## config.mk

```make
export PLATFORM = sky130hd
export DESIGN_NAME = br_redirect_ctrl
export DESIGN_NICKNAME = d
export VERILOG_FILES = /design/src/rtl/br_redirect_ctrl.sv
export SDC_FILE = /design/constraint.sdc
export NUM_CORES = 1
export LEC_CHECK = 0
export ABC_AREA = 1
export BUFFER_PORTS_ARGS = -buffer_cell sky130_fd_sc_hd__buf_2
export CAP_MARGIN = 20
export CORE_MARGIN = 5
export CORE_UTILIZATION = 55
export CTS_CLUSTER_DIAMETER = 100
export CTS_CLUSTER_SIZE = 14
export DETAILED_ROUTE_END_ITERATION = 10
export PLACE_DENSITY = 0.89
export SETUP_SLACK_MARGIN = 0.1
export SYNTH_ARGS = -nofsm -noshare
export SYNTH_HDL_FRONTEND = slang
export SYNTH_SLANG_ARGS = --single-unit
```

## constraint.sdc

```tcl
create_clock -name clk -period 5 [get_ports clk]
set_input_delay 0.5 -clock clk [delete_from_list [all_inputs] [get_ports clk]]
set_output_delay 0.5 -clock clk [all_outputs]
set_load 0.005 [all_outputs]
```

## src/rtl/br_redirect_ctrl.sv

```systemverilog
// Branch redirect sequencer: turns an EX mispredict into a held IF redirect plus flushes,
// and queues per-slot predictor training updates for the BPU to drain.
module br_redirect_ctrl #(
   parameter int unsigned DEPTH = 4
) (
   input  logic        clk,
   input  logic        rstn,
   input  logic        ex_br,
   input  logic        ex_br_a,
   input  logic [31:0] ex_pc_br,
   input  logic        stall_dcache_buf,
   input  logic        upd_valid_a,
   input  logic        upd_valid_b,
   input  logic [31:0] upd_pc_a,
   input  logic [31:0] upd_pc_b,
   input  logic [31:0] upd_target_a,
   input  logic [31:0] upd_target_b,
   input  logic        upd_taken_a,
   input  logic        upd_taken_b,
   input  logic        if_ready,
   input  logic        bpu_upd_ready,
   output logic        redir_valid,
   output logic [31:0] redir_pc,
   output logic        flush_front,
   output logic        flush_ex_b,
   output logic        upd_stall,
   output logic        bpu_upd_valid,
   output logic [31:0] bpu_upd_pc,
   output logic [31:0] bpu_upd_target,
   output logic        bpu_upd_taken,
   output logic [31:0] mispred_cnt
);

   localparam int unsigned AW = (DEPTH > 1) ? $clog2(DEPTH) : 1;
   localparam int unsigned CW = $clog2(DEPTH + 1);

   typedef enum logic {
      IDLE  = 1'b0,
      REDIR = 1'b1
   } state_t;

   state_t          r_state;
   logic [31:0]     r_redir_pc;
   logic [31:0]     r_mispred_cnt;
   logic [AW-1:0]   r_rd_ptr;
   logic [AW-1:0]   r_wr_ptr;
   logic [CW-1:0]   r_count;
   logic [31:0]     r_pc  [DEPTH];
   logic [31:0]     r_tgt [DEPTH];
   logic            r_tkn [DEPTH];

   logic            w_stall;
   logic            w_en;
   logic            w_accept;
   logic            w_push_a;
   logic            w_push_b;
   logic            w_pop;
   logic [1:0]      w_npush;
   logic [AW-1:0]   w_wr_ptr_b;

   // Stall uses the registered occupancy only; a same-cycle pop does not relieve it.
   assign w_stall    = (32'(DEPTH) - 32'(r_count)) < 32'd2;
   assign w_en       = ~stall_dcache_buf & ~w_stall;
   assign w_accept   = ex_br & w_en & (r_state == IDLE);
   assign w_push_a   = w_en & upd_valid_a;
   assign w_push_b   = w_en & upd_valid_b & ~(w_accept & ex_br_a);
   assign w_pop      = (r_count != '0) & bpu_upd_ready;
   assign w_npush    = {1'b0, w_push_a} + {1'b0, w_push_b};
   assign w_wr_ptr_b = w_push_a ? (r_wr_ptr + AW'(1)) : r_wr_ptr;

   assign redir_valid    = (r_state == REDIR);
   assign redir_pc       = r_redir_pc;
   assign mispred_cnt    = r_mispred_cnt;
   assign flush_front    = w_accept | (r_state == REDIR);
   assign flush_ex_b     = w_accept & ex_br_a;
   assign upd_stall      = w_stall;
   assign bpu_upd_valid  = (r_count != '0);
   assign bpu_upd_pc     = r_pc[r_rd_ptr];
   assign bpu_upd_target = r_tgt[r_rd_ptr];
   assign bpu_upd_taken  = r_tkn[r_rd_ptr];

   // Redirect FSM; wrong-path mispredicts seen while in REDIR are dropped.
   always_ff @(posedge clk) begin
      if (!rstn) begin
         r_state       <= IDLE;
         r_redir_pc    <= '0;
         r_mispred_cnt <= '0;
      end else begin
         case (r_state)
            IDLE: begin
               if (w_accept) begin
                  r_state       <= REDIR;
                  r_redir_pc    <= ex_pc_br;
                  r_mispred_cnt <= r_mispred_cnt + 32'd1;
               end
            end
            REDIR: begin
               if (if_ready) begin
                  r_state <= IDLE;
               end
            end
            default: r_state <= IDLE;
         endcase
      end
   end

   // Update FIFO control; slot A is older and is written first.
   always_ff @(posedge clk) begin
      if (!rstn) begin
         r_rd_ptr <= '0;
         r_wr_ptr <= '0;
         r_count  <= '0;
      end else begin
         r_wr_ptr <= r_wr_ptr + AW'(w_npush);
         if (w_pop) begin
            r_rd_ptr <= r_rd_ptr + AW'(1);
         end
         r_count <= r_count + CW'(w_npush) - CW'(w_pop);
      end
   end

   always_ff @(posedge clk) begin
      if (w_push_a) begin
         r_pc[r_wr_ptr]  <= upd_pc_a;
         r_tgt[r_wr_ptr] <= upd_target_a;
         r_tkn[r_wr_ptr] <= upd_taken_a;
      end
      if (w_push_b) begin
         r_pc[w_wr_ptr_b]  <= upd_pc_b;
         r_tgt[w_wr_ptr_b] <= upd_target_b;
         r_tkn[w_wr_ptr_b] <= upd_taken_b;
      end
   end

endmodule

```

==> impl_metrics.env <==
export IMPL_period_share_pct=70.53
export IMPL_combPwrFrac_pct=36.2
export IMPL_p_total_uw=9088
export IMPL_mappedNetlistArea_um2=16940
export IMPL_setup_ws_ps=1474
export IMPL_firstDrtPassIters=7
export IMPL_synth_largest_area_cell="edfxtp_1"
export IMPL_cts_setup_buffers=0
export IMPL_timing_final_max_slew_violations=0
export IMPL_start_util_pct=55.51
export IMPL_nets=2432
export IMPL_crit_required_ps=5160
export IMPL_holdPathStages=3
export IMPL_grt_pass1_vias=15747
export IMPL_drive_above_1_share_pct=16.62
export IMPL_cp_end_kind="flip-flop"
export IMPL_clkPwrFrac_pct=21.9
export IMPL_rows=64
export IMPL_area_growth_pct=13.70
export IMPL_fin_cells=2675
export IMPL_p_int_uw=5567
export IMPL_cts_tree="yes"
export IMPL_cts_hold_buf=0
export IMPL_cts_buffers=27
export IMPL_setup_viol=0
export IMPL_r2r_end="r_pc[3][16]"
export IMPL_ys_warn_count=0
export IMPL_dp_cells=2614
export IMPL_grt_first_pass_wirelength_um=80280
export IMPL_fillers=2428
export IMPL_finalSetupTns_ps=0
export IMPL_yosysUniqueCellTypes=35
export IMPL_r2r_start="r_count[0]"
export IMPL_async_reset_ff_share_pct=0
export IMPL_synth_area_leaders="edfxtp_1 46%, nand2_1 16%, dfxtp_1 8.7%"
export IMPL_cts_sinks=334
export IMPL_critPathLaunchType="flip-flop"
export IMPL_drt_total_wl_um=52190
export IMPL_status="complete, no violations"
export IMPL_cts_resized=0
export IMPL_viasPerCell=5.999
export IMPL_antenna_found_initial=15
export IMPL_hold_class="in2reg"
export IMPL_min_from="ex_pc_br[0]"
export IMPL_hold_end="redir_pc[0]"
export IMPL_fmax_mhz=283.6
export IMPL_p_switching_uw=3520
export IMPL_drv_cap=0
export IMPL_fin_util_pct=63.12
export IMPL_synthesis_instances=2042
export IMPL_die_x_um=185.5
export IMPL_fin_crit_ps=3526
export IMPL_clk_transition_reported_paths_ps=70
export IMPL_reg2reg_depth=12
export IMPL_overflow=0
export IMPL_worst_setup_path_type="reg2reg"
export IMPL_synth_avg_cell_area_um2=8.294
export IMPL_syn_nets=2226
export IMPL_pre_cts_ws_ps=1538
export IMPL_seq_area_frac_synth_pct=54.85
export IMPL_antenna_left=0
export IMPL_die_h_um=185.5
export IMPL_wl_per_cell_um=19.51
export IMPL_cts_max_path_buffers=3
export IMPL_rsz0062_at_grt="false"
export IMPL_tightestPinTransition_ps=1115
export IMPL_worstSkewPairLatency_ps=550
export IMPL_slew_headroom_pct=25.64
export IMPL_num_vias=16046
export IMPL_place_hpwl_um=30450
export IMPL_cts_root_buffer="clkbuf_16"
export IMPL_fin_skew_ps=21.09
export IMPL_place_congestion=0.9330
export IMPL_cp_max_fo=65
export IMPL_p_leak_uw=0.008249
export IMPL_rrSetupSlack_ps=1470
export IMPL_synth_top_area_share_pct=46.10
export IMPL_drc=0
export IMPL_drt_iter0_drc=2160
export IMPL_htreeDepth=1
export IMPL_ys_ff_latch=334
export IMPL_core_um2=30510
export IMPL_power_density_nw_per_um2=471.9
export IMPL_ir_worst_vdd_mv=0.3949
export IMPL_num_io_pins=305
export IMPL_cp_arrival_ps=3680
export IMPL_p_seq_share_pct=41.9
export IMPL_io_buffers=304
export IMPL_grt_usage_pct=29.18
export IMPL_p_sw_share_pct=38.74
export IMPL_grt_start_max_net_pins=105
export IMPL_hold_violations=0
export IMPL_synth_edf_count=260
export IMPL_synth_top_flop_cell="edfxtp_1"
export IMPL_die_area_um2=34400
-- cells by family (layout without fill, tap and decap cells) --
logic type	Yosys count	in the layout	share of synthesized area, %
AOI/OAI and AO/OA	258	258	8.149
adders and majority gates	13	13	1.005
and+or+nand+nor	1228	1228	29.98
buffers and inverters	198	425	5.452
xor gates and xnor gates	11	11	0.5688
DFF	334	334	54.85
other	0	10	0
-- synth_stat cells (2+ instances only) --
| master | number |
|---|---|
| a21oi_1 | 54 |
| buf_1 | 5 |
| buf_2 | 66 |
| buf_4 | 12 |
| buf_6 | 7 |
| clkbuf_1 | 56 |
| dfxtp_1 | 74 |
| edfxtp_1 | 260 |
| ha_1 | 12 |
| inv_1 | 51 |
| nand2_1 | 703 |
| nand3_1 | 285 |
| nand3b_1 | 3 |
| nand4_1 | 9 |
| nor2_1 | 202 |
| nor2_2 | 3 |
| nor2_4 | 2 |
| nor3_1 | 12 |
| nor3b_1 | 2 |
| o21ai_0 | 136 |
| o22ai_1 | 65 |
| xnor2_1 | 6 |
| xor2_1 | 5 |
-- flip-flops by register name, indices dropped and copies added, names as in the netlist, named ones only --
signal       flops
mispred_cnt     32
r_pc           128
r_tkn            4
redir_pc        32
r_tgt          128
r_wr_ptr         2
r_count          3
r_rd_ptr         2
redir_valid      1
-- layout make-up --
type / count / area [um2] / area share, %
repair buffers: 323 / 1677 / 8.706
multi-input cells: 1510 / 6792 / 35.27
flip-flops and latches: 334 / 9294 / 48.26
inverters: 52 / 197.7 / 1.027
clock buffers: 49 / 768.2 / 3.989
well taps: 396 / 495.5 / 2.573
clock inverters: 1 / 8.758 / 0.04548
diodes: 10 / 25.02 / 0.1299
-- worst max-delay path by stage --
stage / start / to / slack (ps) / cells past startpoint
after floorplan: r_count[0] / r_pc[3][0] / 1280 / 14
after CTS: r_count[0] / r_pc[2][12] / 1520 / 12
after global routing: r_count[0] / r_pc[1][21] / 1290 / 12
final: r_count[0] / r_pc[3][16] / 1470 / 12
after global placement: r_count[0] / r_pc[3][7] / 1630 / 12
after detailed placement: r_count[0] / r_pc[2][11] / 1540 / 12
-- critical path: stages, from the launching register on --
cell     delay [ps]
dfxtp_1         380
inv_1            60
ha_1            200
ha_1            280
inv_1            40
nor2_1          160
nand2_4         120
nand4_2         120
nor2_4           50
nor2_4           90
buf_4           540
nand2_2         160
nand2_4         830
-- power by group through the flow --
stage | Clock [uW] | Combinational, uW | Sequential [uW]
2_1_floorplan | 0 | 2010 | 3830
3_3_place_gp | 0 | 3100 | 3840
3_5_place_dp | 0 | 3200 | 3870
4_1_cts | 2000 | 3210 | 3810
5_1_grt | 2130 | 3560 | 3840
6_report | 1990 | 3290 | 3810
-- cell usage in the layout, fill, tap and decap left out, drive strengths merged, types with 2 or more instances in the layout --
cell and n:
nand2 705, buf 323, nand3 286, edfxtp 260
nor2 207, o21ai 137, dfxtp 74, o22ai 65
a21oi 54, inv 52, clkbuf 49, nor3 12
ha 12, diode 10, nand4 10, xnor2 6
xor2 5, nand3b 3, nor3b 2
-- per-stage QoR --
| step | hold slack, ps | cell area, um2 |
|---|---|---|
| 4_1_cts | 169.4 | 19210 |
| 3_5_place_dp | 451.7 | 18440 |
| 5_1_grt | 171.4 | 19250 |
| 3_3_place_gp | 448.3 | 18440 |
| 2_1_floorplan | 443.5 | 16940 |
| 6_report | 182.3 | 19260 |
-- layer usage --
| layer | vias up | track usage, % | part of all wire, % |
|---|---|---|---|
| li1 | 7320 | - | - |
| met1 | 7386 | 36.04 | 34 |
| met2 | 1171 | 49.61 | 48 |
| met3 | 153 | 6.625 | 14 |
| met4 | 16 | 12.18 | 3.4 |
| met5 | - | 0 | 0.21 |
Power figures use the tool's default switching activity.
